**src/rtl/rv32_alu_pkg.sv**
```systemverilog
// ALU operation and SrcA-select encodings shared by the execute datapath.
package rv32_alu_pkg;

  typedef enum logic [3:0] {
    ALU_ADD  = 4'b0000,
    ALU_SUB  = 4'b0001,
    ALU_AND  = 4'b0010,
    ALU_OR   = 4'b0011,
    ALU_SLL  = 4'b0100,
    ALU_SLT  = 4'b0101,
    ALU_XOR  = 4'b0110,
    ALU_SRL  = 4'b0111,
    ALU_SLTU = 4'b1000,
    ALU_MIN  = 4'b1011,
    ALU_MAX  = 4'b1100,
    ALU_LT   = 4'b1101,
    ALU_EQ   = 4'b1110,
    ALU_SRA  = 4'b1111
  } alu_op_e;

  typedef enum logic [1:0] {
    ASEL_RS1  = 2'b00,
    ASEL_PC   = 2'b01,
    ASEL_ZERO = 2'b10
  } asel_e;

  // Shift operations consume only the low five bits of SrcB.
  function automatic logic is_shift(input logic [3:0] op);
    return (op == ALU_SLL) || (op == ALU_SRL) || (op == ALU_SRA);
  endfunction

endpackage

```
**src/rtl/fwd_mux.sv**
```systemverilog
// Per-operand bypass select: MEM (non-load) beats WB beats the stored value; x0 never bypasses.
module fwd_mux #(
  parameter int XLEN = 32,
  parameter int RA_W = 5
) (
  input  logic [RA_W-1:0] rs,
  input  logic [XLEN-1:0] stored,
  input  logic [RA_W-1:0] mem_rd,
  input  logic            mem_regwrite,
  input  logic            mem_is_load,
  input  logic [XLEN-1:0] mem_result,
  input  logic [RA_W-1:0] wb_rd,
  input  logic            wb_regwrite,
  input  logic [XLEN-1:0] wb_result,
  output logic [XLEN-1:0] operand,
  output logic            load_hit
);

  logic mem_match;
  logic mem_hit;
  logic wb_hit;

  assign mem_match = mem_regwrite & (mem_rd != '0) & (mem_rd == rs);
  assign mem_hit   = mem_match & ~mem_is_load;
  // A load in MEM has no data yet: flag it so the stage can wait instead of bypassing.
  assign load_hit  = mem_match & mem_is_load;
  assign wb_hit    = wb_regwrite & (wb_rd != '0) & (wb_rd == rs);

  always_comb begin
    operand = stored;
    if (mem_hit) begin
      operand = mem_result;
    end else if (wb_hit) begin
      operand = wb_result;
    end
  end

endmodule

```
**src/rtl/ex_operand_stage.sv**
```systemverilog
// ID/EX pipeline register with operand forwarding, load-use stall and ALU operand select.
module ex_operand_stage
  import rv32_alu_pkg::*;
#(
  parameter int XLEN   = 32,
  parameter int CTRL_W = 4,
  parameter int RA_W   = 5
) (
  input  logic              clk,
  input  logic              rst_n,
  input  logic              id_valid,
  output logic              id_ready,
  input  logic [RA_W-1:0]   id_rs1,
  input  logic [RA_W-1:0]   id_rs2,
  input  logic              id_use_rs1,
  input  logic              id_use_rs2,
  input  logic [RA_W-1:0]   id_rd,
  input  logic [XLEN-1:0]   id_rd1,
  input  logic [XLEN-1:0]   id_rd2,
  input  logic [XLEN-1:0]   id_imm,
  input  logic [XLEN-1:0]   id_pc,
  input  logic [1:0]        id_asel,
  input  logic              id_bsel,
  input  logic [CTRL_W-1:0] id_alu_ctrl,
  input  logic              id_regwrite,
  input  logic              id_is_load,
  input  logic [RA_W-1:0]   mem_rd,
  input  logic              mem_regwrite,
  input  logic              mem_is_load,
  input  logic [XLEN-1:0]   mem_result,
  input  logic [RA_W-1:0]   wb_rd,
  input  logic              wb_regwrite,
  input  logic [XLEN-1:0]   wb_result,
  input  logic              flush,
  input  logic              ex_ready,
  output logic              ex_valid,
  output logic [XLEN-1:0]   SrcA,
  output logic [XLEN-1:0]   SrcB,
  output logic [CTRL_W-1:0] ALUControl,
  output logic [RA_W-1:0]   ex_rd,
  output logic              ex_regwrite,
  output logic              ex_is_load,
  output logic [XLEN-1:0]   ex_pc,
  output logic [XLEN-1:0]   ex_rs2_data
);

  logic              valid_q, valid_d;
  logic [RA_W-1:0]   rs1_q, rs1_d, rs2_q, rs2_d, rd_q, rd_d;
  logic              use_rs1_q, use_rs1_d, use_rs2_q, use_rs2_d;
  logic [XLEN-1:0]   op1_q, op1_d, op2_q, op2_d;
  logic [XLEN-1:0]   imm_q, imm_d, pc_q, pc_d;
  logic [1:0]        asel_q, asel_d;
  logic              bsel_q, bsel_d;
  logic [CTRL_W-1:0] ctrl_q, ctrl_d;
  logic              regwrite_q, regwrite_d, is_load_q, is_load_d;

  logic [XLEN-1:0]   fwd1, fwd2;
  logic              load_hit1, load_hit2;
  logic              pending, lu, free, accept;
  logic [XLEN-1:0]   srcb_raw;

  fwd_mux #(.XLEN(XLEN), .RA_W(RA_W)) u_fwd_rs1 (
    .rs(rs1_q), .stored(op1_q),
    .mem_rd(mem_rd), .mem_regwrite(mem_regwrite), .mem_is_load(mem_is_load),
    .mem_result(mem_result),
    .wb_rd(wb_rd), .wb_regwrite(wb_regwrite), .wb_result(wb_result),
    .operand(fwd1), .load_hit(load_hit1)
  );

  fwd_mux #(.XLEN(XLEN), .RA_W(RA_W)) u_fwd_rs2 (
    .rs(rs2_q), .stored(op2_q),
    .mem_rd(mem_rd), .mem_regwrite(mem_regwrite), .mem_is_load(mem_is_load),
    .mem_result(mem_result),
    .wb_rd(wb_rd), .wb_regwrite(wb_regwrite), .wb_result(wb_result),
    .operand(fwd2), .load_hit(load_hit2)
  );

  assign pending  = valid_q & ((use_rs1_q & load_hit1) | (use_rs2_q & load_hit2));
  assign ex_valid = valid_q & ~pending;
  assign lu       = id_valid & valid_q & is_load_q & (rd_q != '0) &
                    ((id_use_rs1 & (id_rs1 == rd_q)) | (id_use_rs2 & (id_rs2 == rd_q)));
  assign free     = ~valid_q | (ex_valid & ex_ready);
  assign id_ready = free & ~lu & ~flush;
  assign accept   = id_valid & id_ready;

  always_comb begin
    valid_d    = valid_q;
    rs1_d      = rs1_q;
    rs2_d      = rs2_q;
    rd_d       = rd_q;
    use_rs1_d  = use_rs1_q;
    use_rs2_d  = use_rs2_q;
    op1_d      = op1_q;
    op2_d      = op2_q;
    imm_d      = imm_q;
    pc_d       = pc_q;
    asel_d     = asel_q;
    bsel_d     = bsel_q;
    ctrl_d     = ctrl_q;
    regwrite_d = regwrite_q;
    is_load_d  = is_load_q;
    if (flush) begin
      valid_d = 1'b0;
    end else if (accept) begin
      valid_d    = 1'b1;
      rs1_d      = id_rs1;
      rs2_d      = id_rs2;
      rd_d       = id_rd;
      use_rs1_d  = id_use_rs1;
      use_rs2_d  = id_use_rs2;
      op1_d      = id_rd1;
      op2_d      = id_rd2;
      imm_d      = id_imm;
      pc_d       = id_pc;
      asel_d     = id_asel;
      bsel_d     = id_bsel;
      ctrl_d     = id_alu_ctrl;
      regwrite_d = id_regwrite;
      is_load_d  = id_is_load;
    end else if (free) begin
      valid_d = 1'b0;
    end else begin
      // Held instruction: latch bypassed values so a one-cycle WB forward is not lost.
      op1_d = fwd1;
      op2_d = fwd2;
    end
  end

  always_ff @(posedge clk or negedge rst_n) begin
    if (!rst_n) begin
      valid_q    <= 1'b0;
      rs1_q      <= '0;
      rs2_q      <= '0;
      rd_q       <= '0;
      use_rs1_q  <= 1'b0;
      use_rs2_q  <= 1'b0;
      op1_q      <= '0;
      op2_q      <= '0;
      imm_q      <= '0;
      pc_q       <= '0;
      asel_q     <= '0;
      bsel_q     <= 1'b0;
      ctrl_q     <= '0;
      regwrite_q <= 1'b0;
      is_load_q  <= 1'b0;
    end else begin
      valid_q    <= valid_d;
      rs1_q      <= rs1_d;
      rs2_q      <= rs2_d;
      rd_q       <= rd_d;
      use_rs1_q  <= use_rs1_d;
      use_rs2_q  <= use_rs2_d;
      op1_q      <= op1_d;
      op2_q      <= op2_d;
      imm_q      <= imm_d;
      pc_q       <= pc_d;
      asel_q     <= asel_d;
      bsel_q     <= bsel_d;
      ctrl_q     <= ctrl_d;
      regwrite_q <= regwrite_d;
      is_load_q  <= is_load_d;
    end
  end

  always_comb begin
    SrcA     = '0;
    srcb_raw = bsel_q ? imm_q : fwd2;
    SrcB     = srcb_raw;
    case (asel_q)
      ASEL_RS1: SrcA = fwd1;
      ASEL_PC:  SrcA = pc_q;
      default:  SrcA = '0;
    endcase
    if (is_shift(ctrl_q)) begin
      SrcB = {{(XLEN-5){1'b0}}, srcb_raw[4:0]};
    end
  end

  assign ALUControl  = ctrl_q;
  assign ex_rd       = rd_q;
  assign ex_regwrite = regwrite_q;
  assign ex_is_load  = is_load_q;
  assign ex_pc       = pc_q;
  assign ex_rs2_data = fwd2;

endmodule
```
**config.mk**
```make
export PLATFORM = sky130hd
export DESIGN_NAME = ex_operand_stage
export DESIGN_NICKNAME = d
export VERILOG_FILES = /design/src/rtl/rv32_alu_pkg.sv /design/src/rtl/fwd_mux.sv /design/src/rtl/ex_operand_stage.sv
export SDC_FILE = /design/constraint.sdc
export NUM_CORES = 1
export LEC_CHECK = 0
export ABC_AREA = 1
export BUFFER_PORTS_ARGS = -buffer_cell sky130_fd_sc_hd__buf_2
export CELL_PAD_IN_SITES_DETAIL_PLACEMENT = 0
export CELL_PAD_IN_SITES_GLOBAL_PLACEMENT = 1
export CORE_ASPECT_RATIO = 1.1
export CORE_UTILIZATION = 25
export DETAILED_ROUTE_END_ITERATION = 16
export GPL_TIMING_DRIVEN = 0
export HOLD_SLACK_MARGIN = 0.06
export PLACE_DENSITY_LB_ADDON = 0.1
export SLEW_MARGIN = 0
export SYNTH_ARGS = -nofsm -noshare
export SYNTH_HDL_FRONTEND = slang
export SYNTH_SLANG_ARGS = --single-unit
```
**constraint.sdc**
```tcl
create_clock -name clk -period 3.3 [get_ports clk]
set_clock_uncertainty 0.2 [all_clocks]
set_input_delay 0.33 -clock clk [delete_from_list [all_inputs] [get_ports clk]]
set_output_delay 0.33 -clock clk [all_outputs]
set_load 0.02 [all_outputs]
```
==> results of run 1 <==
## state kept, by name, summed over array words and instances (netlist names)
signal and cells:
asel_q 2, use_rs2_q 1, ex_is_load 1, ex_rd 5, rs1_q 5, bsel_q 1
valid_q 1, use_rs1_q 1, ex_pc 32, rs2_q 5, ALUControl 4, imm_q 32
op2_q 32, op1_q 32, ex_regwrite 1
## critical path, delay by kind of cell, from the launching register on
kind	cells	cell delay, ps
AND/OR/NAND/NOR	7	870
AO/OA/AOI/OAI	2	440
flip-flops	1	390
buffers and inverters	3	520
## layout make-up
class / instances / area, µm²
clock buffer: 27 / 543
sequential: 155 / 3880
multi-input combinational: 941 / 5290
antenna: 2 / 5.00
tap: 500 / 626
clock inverter: 4 / 51.3
timing repair buffer: 539 / 3580
inverter: 131 / 493
fill: 4191 / 23000
buffer: 104 / 649
## placed cells by master (no fill, tap or decap), types with 6 or more instances in the layout
cell type,instances
clkbuf_1,40
clkbuf_16,18
nor2_2,19
a31oi_2,7
dfrtp_1,155
buf_6,20
a21oi_1,34
buf_4,13
nand3_2,11
o21a_1,40
inv_1,129
or2_2,33
nand2_1,261
nand4_1,67
clkbuf_2,6
dlygate4sd3_1,157
clkbuf_8,8
buf_1,7
nand3_1,247
buf_2,391
o21ai_0,72
xnor2_1,6
xor2_1,11
a31oi_4,25
o21ai_1,39
nand2_2,8
nor2_1,35
## power by group
part,internal [µW],switching [µW]
logic,1080,1870
clock network,1200,864
registers,2220,220
## path summary, 6_finish.rpt
path	to	slack [ps]	from	cells after the start
setup / recovery	SrcB[1]	100	rs2_q[1]	12
hold reg to reg	ex_regwrite	300	ex_regwrite	2
max in group asynchronous	ex_pc[31]	1780	rst_n	3
hold / removal	op1_q[16]	90	mem_result[16]	4
min in group asynchronous	imm_q[24]	170	rst_n	2
setup reg to reg	imm_q[27]	410	rs2_q[1]	14
## logic make-up (layout without fill, tap and decap cells)
family	Yosys count	in the layout	synth area share [%]
simple gates	693	694	33.8
buf+inv	238	805	11.0
compound gates	229	229	13.5
flops	155	155	40.1
xor+xnor	18	18	1.63
other cells	0	2	0
## per-layer routing
metal  global-route usage (%)  up-vias
met5                        0        -
met4                     9.07        4
met3                     4.67       70
met2                     42.6      437
met1                     34.1     5668
li1                         -     5596
## synthesized netlist by cell type, drive strengths merged (32+ instances only)
cell / number
a21oi: 35
a31oi: 32
buf: 51
clkbuf: 56
dfrtp: 155
inv: 130
nand2: 269
nand3: 260
nand4: 67
nor2: 57
o21a: 40
o21ai: 112
or2: 33
## per-stage QoR
stage	hold slack [ps]	total power (µW)	utilization (%)
after floorplan	-166	3950	-
after global placement	274	5070	32.0
after detailed placement	76.8	5090	32.1
after CTS	61.1	7420	38.8
after global routing	106	7870	39.7
final	87.9	7450	39.7
## what timing repair did
item | 4_1_cts | 5_1_grt
hold buffers | 157 | 0
resized for setup | 73 | 95
gates cloned | 0 | 2
setup endpoints to repair | 96 | 71
endpoints found under the hold margin | 203 | 0
pin swaps | 3 | 12
buffers inserted | 2 | 2
==> impl_results.md, run 1 <==
- Arr. time, crit path: 2670 ps
- Post-synthesis sequential area ratio: 40.1%
- Clock Pin Slew Worst Setup and Hold Paths: 60 ps
- Setup TNS: 0 ps
- Die width: 190 µm
- Final hold violations: 0
- Critical Path End Type: output pin
- Placement Cell Area: 0.0122 mm²
- Starting DRT DRC Count: 725
- DPL Wire Length: 39.2 mm
- Global route total overflow: 0
- M1 wire length: 22.7 mm
- Area of the core: 0.0381 mm²
- Starting Density: 25.4%
- Max FO, Critical Path: 10
- First-pass GRT wire length: 75.5 mm
- Minimum clock period: 3200 ps
- Final setup fails: 0
- DRC errors left: 0
- Max-Cap Viols: 0
- Ys flop type: dfrtp_1
- Post-Layout Inst Area: 0.0151 mm²
- FF+latch count, synth: 155
- Top-area cell type share of the netlist area: 40.1%
- Synthesis-to-layout area growth: 56.2%
- Slew margin rel.: 48.5%
- Max Buffers Root-to-Sink: 2
- Status: complete, no violations
- ANT nets after route: 0
- Nets: 2125
- Clock tree root driver cell: clkbuf_16
- Slew Limit Fails: 0
- Critical path cell sequence: inv_1, nand2_1, nand2_1, nor2_1, nand2_1, nor2_4, nand3_4, buf_4, a31oi_2, nor2_1, a21oi_1, buf_2
- Worst min-delay path category: primary input to flop
- Overall routed net length: 51.8 mm
- Yosys warns: 0
- Layout cells sized above 1: 30.8%
- Vias in the first global route: 11815
- Avg Inst Size Synth: 7.26 µm²
- Area of the die: 0.0395 mm²
- Largest net degree at the start of global routing: 107
- Clk sinks: 155
- TritonCTS Buffers: 17
- Via/cell ratio: 4.90
- Max Fclk: 312 MHz
- Synth area leader: dfrtp_1
- Met3 Routed Length: 3.21 mm
- Number of synthesized flops with an enable pin: 0
- Post-Syn Area: 0.00968 mm²
- Final worst path period share: 97.1%
- RSZ-0062 raised after global routing: yes
- P_leak: 0.00747 µW
- Synth Instances: 1333
- DR vias: 11775
- Routed len/inst: 21.6 µm
- Synth area leaders: dfrtp_1 40%, nand3_1 13%, nand2_1 10%
- Port buffer count: 376
- Number of H-tree levels: 4
- GRT Total Usage: 26.0%
- Synth unique cells: 32
- Post-Layout Cell Count: 2403
- Worst-Skew Late Latency: 450 ps
- Largest vdd supply drop: 0.387 mV
- Dpl cells: 2210
- Critical path's slowest cell: dfrtp_1
- CP required: 2770 ps
- Synth async-reset ratio: 100%
- Startpoint types: flop
- Cell Pwr Density: 492 mW/mm²
- CP max stage delay: 390 ps
- Row Count: 75
- Placement Setup Slack: -149 ps
- Setup ws final: 95.7 ps
- Synthesized Nets: 1569
- Critical Path Most Common Cell: nand2_1
- I/O pin total: 377
- Top sig layer: met5
- Initial antenna violation count: 5
- Setup CP Type: flop to output pin
- Chip Height: 208 µm
- CTS tree: done
- First drt pass iteration count: 5
- Placer Congestion: 0.853
- Worst-margin pin slew: 772 ps
- Met2 wire len: 24.4 mm
Note: power is estimated with default switching activity, not from simulation.
==> run 2, diff against run 1 <==
--- a/config.mk
+++ b/config.mk
@@ -12,7 +12,7 @@
 export CORE_ASPECT_RATIO = 1.1
 export CORE_UTILIZATION = 25
 export DETAILED_ROUTE_END_ITERATION = 16
-export GPL_TIMING_DRIVEN = 0
+export GPL_TIMING_DRIVEN = 1
 export HOLD_SLACK_MARGIN = 0.06
 export PLACE_DENSITY_LB_ADDON = 0.1
 export SLEW_MARGIN = 0
==> run 2 against run 1 <==
  * Combinational power shrank 8.5%
  * Largest power group unchanged
  * Routed wire length shrank 11%
  * Register-to-register slack lost 140 ps
  * Sequential power is essentially flat
  * Critical path depth shrank 3
  * Sequential share of layout area grew 1.5 points
==> impl_results.md, run 2 (synthesis results as in run 1) <==
- Status: complete, no violations
- Setup TNS: 0 ps
- Multi-input logic area: 0.00481 mm²
- Largest net degree at the start of global routing: 122
- Total power: 7060 µW
- Met1 Use GR: 33.6%
- Reg2reg path depth: 11
- Setup CP Type: flop to output pin
- Clk sinks: 155
- Chip Height: 208 µm
- ANT nets after route: 0
- I/O pin total: 377
- Max FO, Critical Path: 32
- Area of the die: 0.0395 mm²
- Placement Setup Slack: 338 ps
- CP required: 2770 ps
- Hold_sp: mem_result[7]
- P_int: 4270 µW
- Final worst path period share: 96.2%
- Max Buffers Root-to-Sink: 2
- Final hold violations: 0
- CTS tree: done
- Hold Path Stages: 4
- RSZ-0062 raised after global routing: no
- Net switching power: 2790 µW
- Reg power frac: 34.5%
- Final setup fails: 0
- Die width: 190 µm
- Hold endpoint: op1_q[7]
- Post-Layout Cell Count: 2338
- Post-Layout Inst Area: 0.0143 mm²
- Most common cell after layout, fill and taps aside: buf_2
- R2r endpoint: op1_q[16]
- Slew Limit Fails: 0
- Critical Path End Type: output pin
- Top Usage Layer GRT: met2
- DRC errors left: 0
- Row Count: 75
- Routed len/inst: 19.8 µm
- Synthesis-to-layout area growth: 47.7%
- Cell Pwr Density: 494 mW/mm²
- Highest-count cells in the layout ignoring fill and taps: 373 x buf_2, 267 x nand2_1, 247 x nand3_1
- Overall routed net length: 46.3 mm
- Worst-Skew Late Latency: 450 ps
- Arr. time, crit path: 2640 ps
- Slew margin rel.: 51.8%
- Starting DRT DRC Count: 966
- Via/cell ratio: 4.78
- TritonCTS Buffers: 17
- GRT Total Usage: 23.4%
- Largest vdd supply drop: 0.353 mV
- Layout fillers: 4165
- Layout cells sized above 1: 27.5%
- Worst min-delay path category: primary input to flop
- Max Fclk: 315 MHz
- Nets: 2052
- GRT met3 Usage: 4.64%
- RR Startpoint: rs1_q[1]
- Sw Share: 39.5%
- DR vias: 11178
- Clock Pin Slew Worst Setup and Hold Paths: 70 ps
- Dpl cells: 2134
- Setup ws final: 125 ps
- Worst-margin pin slew: 721 ps
- P_leak: 0.00725 µW
- Max-Cap Viols: 0
- Placement Cell Area: 0.0121 mm²
- Global route total overflow: 0
- First drt pass iteration count: 5
- Number of H-tree levels: 4
- Placer Congestion: 0.865
- First-pass GRT wire length: 69.5 mm
- Register area: 0.00388 mm²
- Vias in the first global route: 10917
- Startpoint types: flop
- R2r setup slk: 270 ps
- Initial antenna violation count: 9
- DPL Wire Length: 32.9 mm
- Minimum clock period: 3170 ps
- Area of the core: 0.0381 mm²
- Clock tree root driver cell: clkbuf_16
- Combinational power share: 38.2%
- Clk pwr share: 27.2%
- Port buffer count: 376
- Starting Density: 25.4%
- Met2 usage: 34.8%
[run 2: changes by cell type in the layout (fill, tap and decap cells not counted), sizes merged]
cell	previous run	this run
nand3	261	260
buf	438	411
clkbuf	75	27
inv	131	130
diode	2	9
bufinv	1	0
dlygate4sd3	157	159
clkinv	2	6
[run 2: worst max-delay path, stage by stage (launching register included)]
cell and delay, ps:
dfrtp_1 420, xnor2_1 140, nand2_1 110, nor3_4 290, buf_12 250, nand3_1 100, a31oi_1 440, o21ai_0 180
inv_1 80, buf_2 160
[run 2: stage by stage]
stage | utilization, % | hold WS, ps
4_1_cts | 37.3 | 61.6
2_1_floorplan | - | -166
6_report | 37.5 | 93.3
3_3_place_gp | 31.6 | 131
5_1_grt | 37.5 | 90.2
3_5_place_dp | 31.6 | 129
[run 2: power by group through the flow]
stage	Combinational [µW]	Sequential, µW	Clock (µW)
after global routing	2960	2480	2050
after global placement	2540	2470	0
after floorplan	1450	2500	0
after CTS	2710	2440	2000
final	2700	2440	1920
after detailed placement	2540	2470	0
[run 2: cell type report]
| cell class | instances | share of cell area (%) |
|---|---|---|
| timing repair buffer | 571 | 27.4 |
| tap | 500 | 4.38 |
| clock inverter | 6 | 0.263 |
| sequential | 155 | 27.1 |
| multi-input combinational | 940 | 33.7 |
| clock buffer | 26 | 3.56 |
| inverter | 131 | 3.47 |
| antenna | 9 | 0.158 |
[run 2: per-layer routing]
| layer | vias to the layer above | wire length [µm] |
|---|---|---|
| met1 | 5251 | 22100 |
| li1 | 5457 | - |
| met4 | 2 | 877 |
| met2 | 421 | 20300 |
| met3 | 47 | 3090 |
| met5 | - | 13 |
[run 2: how the worst max path moves through the flow]
stage               endpoint  slack, ps  startpoint  cells after the start
floorplan            SrcB[2]        650    rs2_q[2]                      7
global placement    SrcB[15]        330    wb_rd[1]                     12
detailed placement  SrcB[15]        340    wb_rd[1]                     12
CTS                 SrcB[13]         40    rs2_q[1]                      9
global route        SrcA[15]         10    rs1_q[0]                     11
finish              SrcB[30]        130    rs2_q[0]                      9
[run 2: what timing repair did]
action                                  in CTS  in global routing
endpoints found under the setup margin       2                  9
hold buffers                               159                  0
endpoints found under the hold margin      200                  0
pin swaps                                    0                  1
buffers inserted                             0                  4
gates resized for setup                      2                  9
